[src/rtl/imem_loader_pkg.sv]
// Shared types and constants for the instruction-memory boot loader.
package imem_loader_pkg;

    localparam int unsigned WORD_W         = 32;
    localparam int unsigned BYTES_PER_WORD = WORD_W / 8;
    localparam int unsigned BYTE_CNT_W     = $clog2(BYTES_PER_WORD);

    typedef enum logic [2:0] {
        LD_HDR,
        LD_DATA,
        LD_SUM,
        LD_DONE,
        LD_ERR
    } loader_state_e;

endpackage

[src/rtl/imem_loader_byte_packer.sv]
// Packs a little-endian byte stream into 32-bit words; the completed word is
// presented combinationally in the cycle its last byte is accepted.
module byte_packer
    import imem_loader_pkg::*;
(
    input  logic              clk,
    input  logic              reset_n,
    input  logic              clr,
    input  logic              byte_valid,
    input  logic [7:0]        byte_data,
    output logic              word_valid_c,
    output logic [WORD_W-1:0] word_c
);

    logic [BYTE_CNT_W-1:0] cnt_q;
    logic [WORD_W-1:0]     asm_q;

    // New byte enters at the top; after four shifts the first byte sits at bits [7:0].
    assign word_c       = {byte_data, asm_q[WORD_W-1:8]};
    assign word_valid_c = byte_valid && (cnt_q == BYTE_CNT_W'(BYTES_PER_WORD - 1));

    always_ff @(posedge clk or negedge reset_n) begin
        if (!reset_n) begin
            cnt_q <= '0;
            asm_q <= '0;
        end else if (clr) begin
            cnt_q <= '0;
            asm_q <= '0;
        end else if (byte_valid) begin
            cnt_q <= cnt_q + BYTE_CNT_W'(1);
            asm_q <= word_c;
        end
    end

endmodule

[src/rtl/imem_loader.sv]
// Boot loader: parses header / words / checksum from a byte stream, writes
// instruction memory from address 0 and releases the core once verified.
module imem_loader
    import imem_loader_pkg::*;
#(
    parameter int unsigned IMEM_DEPTH = 32,
    parameter int unsigned IMEM_WIDTH = 32
) (
    input  logic                          clk,
    input  logic                          reset_n,
    input  logic                          s_valid,
    input  logic [7:0]                    s_data,
    output logic                          s_ready,
    input  logic                          reload,
    output logic                          imem_we,
    output logic [$clog2(IMEM_DEPTH)-1:0] imem_waddr,
    output logic [IMEM_WIDTH-1:0]         imem_wdata,
    output logic                          core_rst_n,
    output logic                          done,
    output logic                          error
);

    localparam int unsigned AW = $clog2(IMEM_DEPTH);
    localparam int unsigned CW = $clog2(IMEM_DEPTH + 1);

    loader_state_e     state_q, state_d;
    logic [CW-1:0]     idx_q, idx_d;
    logic [CW-1:0]     n_q, n_d;
    logic [WORD_W-1:0] sum_q, sum_d;
    logic              we_d;
    logic [AW-1:0]     waddr_d;
    logic [IMEM_WIDTH-1:0] wdata_d;
    logic              clr_c;
    logic              accept_c;
    logic              word_valid_c;
    logic [WORD_W-1:0] word_c;

    assign s_ready  = (state_q == LD_HDR) || (state_q == LD_DATA) || (state_q == LD_SUM);
    assign accept_c = s_valid && s_ready;

    byte_packer u_packer (
        .clk          (clk),
        .reset_n      (reset_n),
        .clr          (clr_c),
        .byte_valid   (accept_c),
        .byte_data    (s_data),
        .word_valid_c (word_valid_c),
        .word_c       (word_c)
    );

    // Next-state, bookkeeping and write-port decode; decisions use the word
    // completing this cycle so results appear one cycle after its last byte.
    always_comb begin
        state_d = state_q;
        idx_d   = idx_q;
        n_d     = n_q;
        sum_d   = sum_q;
        we_d    = 1'b0;
        waddr_d = imem_waddr;
        wdata_d = imem_wdata;
        clr_c   = 1'b0;

        case (state_q)
            LD_HDR: begin
                if (word_valid_c) begin
                    if (word_c == '0) begin
                        n_d     = '0;
                        sum_d   = '0;
                        state_d = LD_SUM;
                    end else if (word_c > WORD_W'(IMEM_DEPTH)) begin
                        state_d = LD_ERR;
                    end else begin
                        n_d     = CW'(word_c);
                        idx_d   = '0;
                        sum_d   = '0;
                        state_d = LD_DATA;
                    end
                end
            end
            LD_DATA: begin
                if (word_valid_c) begin
                    we_d    = 1'b1;
                    waddr_d = AW'(idx_q);
                    wdata_d = IMEM_WIDTH'(word_c);
                    idx_d   = idx_q + CW'(1);
                    sum_d   = sum_q + word_c;
                    if (idx_d == n_q) begin
                        state_d = LD_SUM;
                    end
                end
            end
            LD_SUM: begin
                if (word_valid_c) begin
                    state_d = (word_c == sum_q) ? LD_DONE : LD_ERR;
                end
            end
            LD_DONE: begin
                if (reload) begin
                    idx_d   = '0;
                    n_d     = '0;
                    sum_d   = '0;
                    state_d = LD_HDR;
                end
            end
            LD_ERR: begin
                state_d = LD_ERR;
            end
            default: begin
                state_d = LD_ERR;
            end
        endcase

        clr_c = (state_d != state_q);
    end

    always_ff @(posedge clk or negedge reset_n) begin
        if (!reset_n) begin
            state_q    <= LD_HDR;
            idx_q      <= '0;
            n_q        <= '0;
            sum_q      <= '0;
            imem_we    <= 1'b0;
            imem_waddr <= '0;
            imem_wdata <= '0;
            core_rst_n <= 1'b0;
            done       <= 1'b0;
            error      <= 1'b0;
        end else begin
            state_q    <= state_d;
            idx_q      <= idx_d;
            n_q        <= n_d;
            sum_q      <= sum_d;
            imem_we    <= we_d;
            imem_waddr <= waddr_d;
            imem_wdata <= wdata_d;
            core_rst_n <= (state_d == LD_DONE);
            done       <= (state_d == LD_DONE);
            error      <= (state_d == LD_ERR);
        end
    end

endmodule

[config.mk]
export PLATFORM = sky130hd
export DESIGN_NAME = imem_loader
export DESIGN_NICKNAME = d
export VERILOG_FILES = /design/src/rtl/imem_loader_pkg.sv /design/src/rtl/imem_loader_byte_packer.sv /design/src/rtl/imem_loader.sv
export SDC_FILE = /design/constraint.sdc
export NUM_CORES = 1
export LEC_CHECK = 0
export BUFFER_PORTS_ARGS = -buffer_cell sky130_fd_sc_hd__clkbuf_2
export CORE_MARGIN = 2
export CORE_UTILIZATION = 55
export DETAILED_ROUTE_END_ITERATION = 10
export MAX_ROUTING_LAYER = met4
export PLACE_DENSITY = 0.77
export SYNTH_ARGS = -nofsm -noshare
export SYNTH_HDL_FRONTEND = slang
export SYNTH_SLANG_ARGS = --single-unit
[constraint.sdc]
create_clock -name clk -period 2.4 [get_ports clk]
set_clock_uncertainty 0.1 [all_clocks]
set_input_delay 0.24 -clock clk [delete_from_list [all_inputs] [get_ports clk]]
set_output_delay 0.24 -clock clk [all_outputs]
set_load 0.005 [all_outputs]
==> results.py <==
metrics = {
    "status": {
        "status": "complete, but fails checks",
        "violations": "setup timing",
    },
    "timing": {
        "finalCritPeriodShare_pct": 125,
        "fin_tns_setup_ns": -20.12,
        "setup_viol": 60,
        "relSlewSlack_pct": 44.7,
        "fmax_mhz": 333,
        "min_period_ns": 3.01,
        "hold_viol": 0,
        "tightest_slew_ns": 0.827,
        "layout_setup_ws_ns": -0.606,
        "drv_slew": 0,
        "rsz0062_at_grt": "yes",
    },
    "clock_network": {
        "cts-root-buf": "clkbuf_16",
        "cts_tree": "done",
        "path_clk_slew_ns": 0.05,
        "cts-buffers-inserted": 17,
        "htreeDepth": 4,
        "clock_sinks": 113,
        "clock_latency_ns": 0.43,
        "cts.path.max_buffers": 2,
    },
    "setup_path": {
        "crit_arrival_ns": 3.25,
        "cp-start-kind": "register",
        "crit_type": "reg -> reg",
        "endpoint_kind": "register",
        "crit_path_max_fanout": 26,
        "reg2reg_slack_ns": -0.61,
        "cp.required_ns": 2.64,
        "r2r_start": "sum_q[13]$_DFFE_PN0P_",
        "startpoint": "sum_q[13]$_DFFE_PN0P_",
    },
    "logic_synthesis": {
        "synth-seq-cells": 113,
        "yosys_warnings": 0,
        "seq_area_frac_synth_pct": 43.6,
        "ys.flop_type": "dfrtp_1",
        "synthDistinctLibCells": 65,
        "yosys.area_share.simple_pct": 22.7,
        "synth_top_cell_area_share_pct": 43.6,
        "synth.area.top_cells": "dfrtp_1 44%, nand2_1 13%, ha_1 6.4%",
        "syn_avg_cell_area_um2": 8.74,
        "synth_area_leader_cell": "dfrtp_1",
        "syn_nets": 788,
        "syn_area_um2": 6490,
        "synth_top_family_by_area": "simple AND/OR/NAND/NOR gates",
        "synth-xor-area-share_pct": 4.86,
        "synth_edf_count": 0,
        "synthArstFlopShare_pct": 100,
        "synth_compound_area_share_pct": 18.1,
        "netlist_instances": 742,
        "synthMuxAreaShare_pct": 0.617,
        "synthAdderAreaFrac_pct": 6.67,
    },
    "grt": {
        "grt.total_usage_pct": 35.8,
        "antenna_found_initial": 0,
        "overflow": 0,
        "grt_max_degree": 67,
        "grt_pass1_wl_mm": 34.6,
        "grt_pass1_vias": 6768,
    },
    "placed_design": {
        "gp_congestion": 0.953,
        "dp_slack_ns": -0.505,
        "port_buffers": 53,
        "placed_cells": 1019,
        "dp_hpwl_mm": 13.5,
    },
    "min_path": {
        "hp-class": "in -> reg",
        "hold_start": "s_data[2]",
    },
    "drt": {
        "wl_mm": 24.1,
        "wl_per_cell_um": 22.1,
        "drtPass1Iterations": 6,
        "via_count": 6914,
        "ant_nets": 0,
        "drt_iter0_drc": 750,
        "drc": 0,
        "viasPerCell": 6.36,
    },
    "floorplan": {
        "start_util_pct": 56.6,
        "num_rows": 39,
        "io_pins": 54,
        "die_x_um": 113,
        "die_area_um2": 12700,
        "die_y_um": 113,
        "core-area_um2": 11500,
    },
    "finish": {
        "seqCellArea_um2": 2830,
        "antennaDiodeCount": 0,
        "syn_to_final_growth_pct": 46.3,
        "fillers": 617,
        "final_cells": 1087,
        "layout-drive-gt1-share_pct": 40.8,
        "fin_nets": 978,
        "multiInputGateArea_um2": 4240,
        "final_util_pct": 82.8,
    },
    "pwr": {
        "leakage_uw": 0.00456,
        "fin_total_pwr_uw": 8670,
        "ir_drop_v": 0.000703,
        "power_density_nw_per_um2": 914,
    },
    "run": {
        "drv_cap": 0,
    },
}
[worst max-delay path, stage by stage, from the launching register on]
cell and delay (ns):
dfrtp_1 0.43, ha_4 0.28, nor4_1 0.52, nand2_2 0.20, nor4_4 0.31, o21a_2 0.19, a211oi_2 0.06, a211oi_2 0.29
o311ai_4 0.16, buf_12 0.20, a21oi_1 0.16
[metal layers]
layer / track usage, % / wire [µm]
met5: - / 0
met4: 15.2 / 1450
met3: 7.34 / 2230
met2: 58.3 / 11600
met1: 43.4 / 8810
[where the power goes]
group          internal [µW]  switching (µW)  total (µW)  leakage [µW]
clock                   1490             921        2410      0.000270
sequential              2170             322        2490       0.00153
combinational           1730            2040        3770       0.00275
total                   5390            3290        8670       0.00456
[cells in the final DEF, fill, tap and decap left out, types with 5 or more instances in the layout]
cell,Yosys,layout
clkbuf_16,0,19
nor4_4,2,11
nand4_1,5,5
nand2_2,2,7
nor2_2,3,5
nor4_2,3,5
ha_1,33,12
buf_4,3,130
o21ai_2,2,5
a21oi_1,47,31
a21o_1,13,12
inv_1,14,13
nor2_1,25,21
and3_1,9,9
xor2_1,20,19
o21ai_0,47,24
a21oi_2,18,31
clkinv_2,0,5
buf_12,0,6
o31ai_1,13,5
dfrtp_1,113,108
buf_6,2,16
clkbuf_2,2,52
o21ai_1,2,21
nand3_1,16,10
dfrtp_2,0,5
ha_4,0,17
xnor2_1,16,12
nand2_1,222,216
[kinds of logic after synthesis]
kind of cell / count (synthesis)
multiplexers: 4
XOR/XNOR: 36
AND/OR/NAND/NOR: 326
AO/OA/AOI/OAI: 177
flip-flops: 113
buffers and inverters: 52
adder cells (fa/ha/maj): 34
[area by class of cell]
class	instances	share of cell area (%)
multi-input cells	577	44.7
inverters	15	0.593
repair buffers	208	17.1
well taps	143	1.89
flip-flops and latches	113	29.9
clock inverters	10	0.910
clock buffers	21	4.96
[through the flow]
stage	instance area, µm²	hold WS (ns)
after global placement	7820	0.0815
after detailed placement	7820	0.0860
final	9490	0.0374
after floorplan	6650	-0.156
after CTS	8950	0.0334
after global routing	9490	0.0706
[registers in the layout, summed over array words and instances, names as in the netlist]
name / flops
imem_wdata: 32
state_q: 3
u_packer.cnt_q: 2
imem_waddr: 5
idx_q: 6
sum_q: 32
imem_we: 1
error: 1
u_packer.asm_q: 24
done: 1
n_q: 6
[cell usage after synthesis (14+ instances only)]
master      n
a21oi_1    47
a21oi_2    18
clkbuf_1   25
dfrtp_1   113
ha_1       33
inv_1      14
nand2_1   222
nand3_1    16
nor2_1     25
nor4_1     14
o21ai_0    47
xnor2_1    16
xor2_1     20
[worst paths after layout]
path | cells after the start | end
worst min-delay path | 3 | imem_wdata[26]$_DFFE_PN0P_
worst min register to register | 2 | imem_wdata[18]$_DFFE_PN0P_
worst max-delay path | 10 | u_packer.asm_q[12]$_DFFE_PN0P_
worst max register to register | 10 | u_packer.asm_q[12]$_DFFE_PN0P_
max in group asynchronous | 3 | u_packer.asm_q[23]$_DFFE_PN0P_
min in group asynchronous | 2 | idx_q[2]$_DFFE_PN0P_
[timing repair]
action / 4_1_cts / 5_1_grt
pin swaps: 31 / 43
gates resized for setup: 85 / 81
gates cloned: 1 / 2
endpoints found under the setup margin: 58 / 68
hold buffers: 1 / 0
hold endpoints to repair: 25 / 0
buffers inserted: 22 / 16
(Power assumes the default switching activity.)
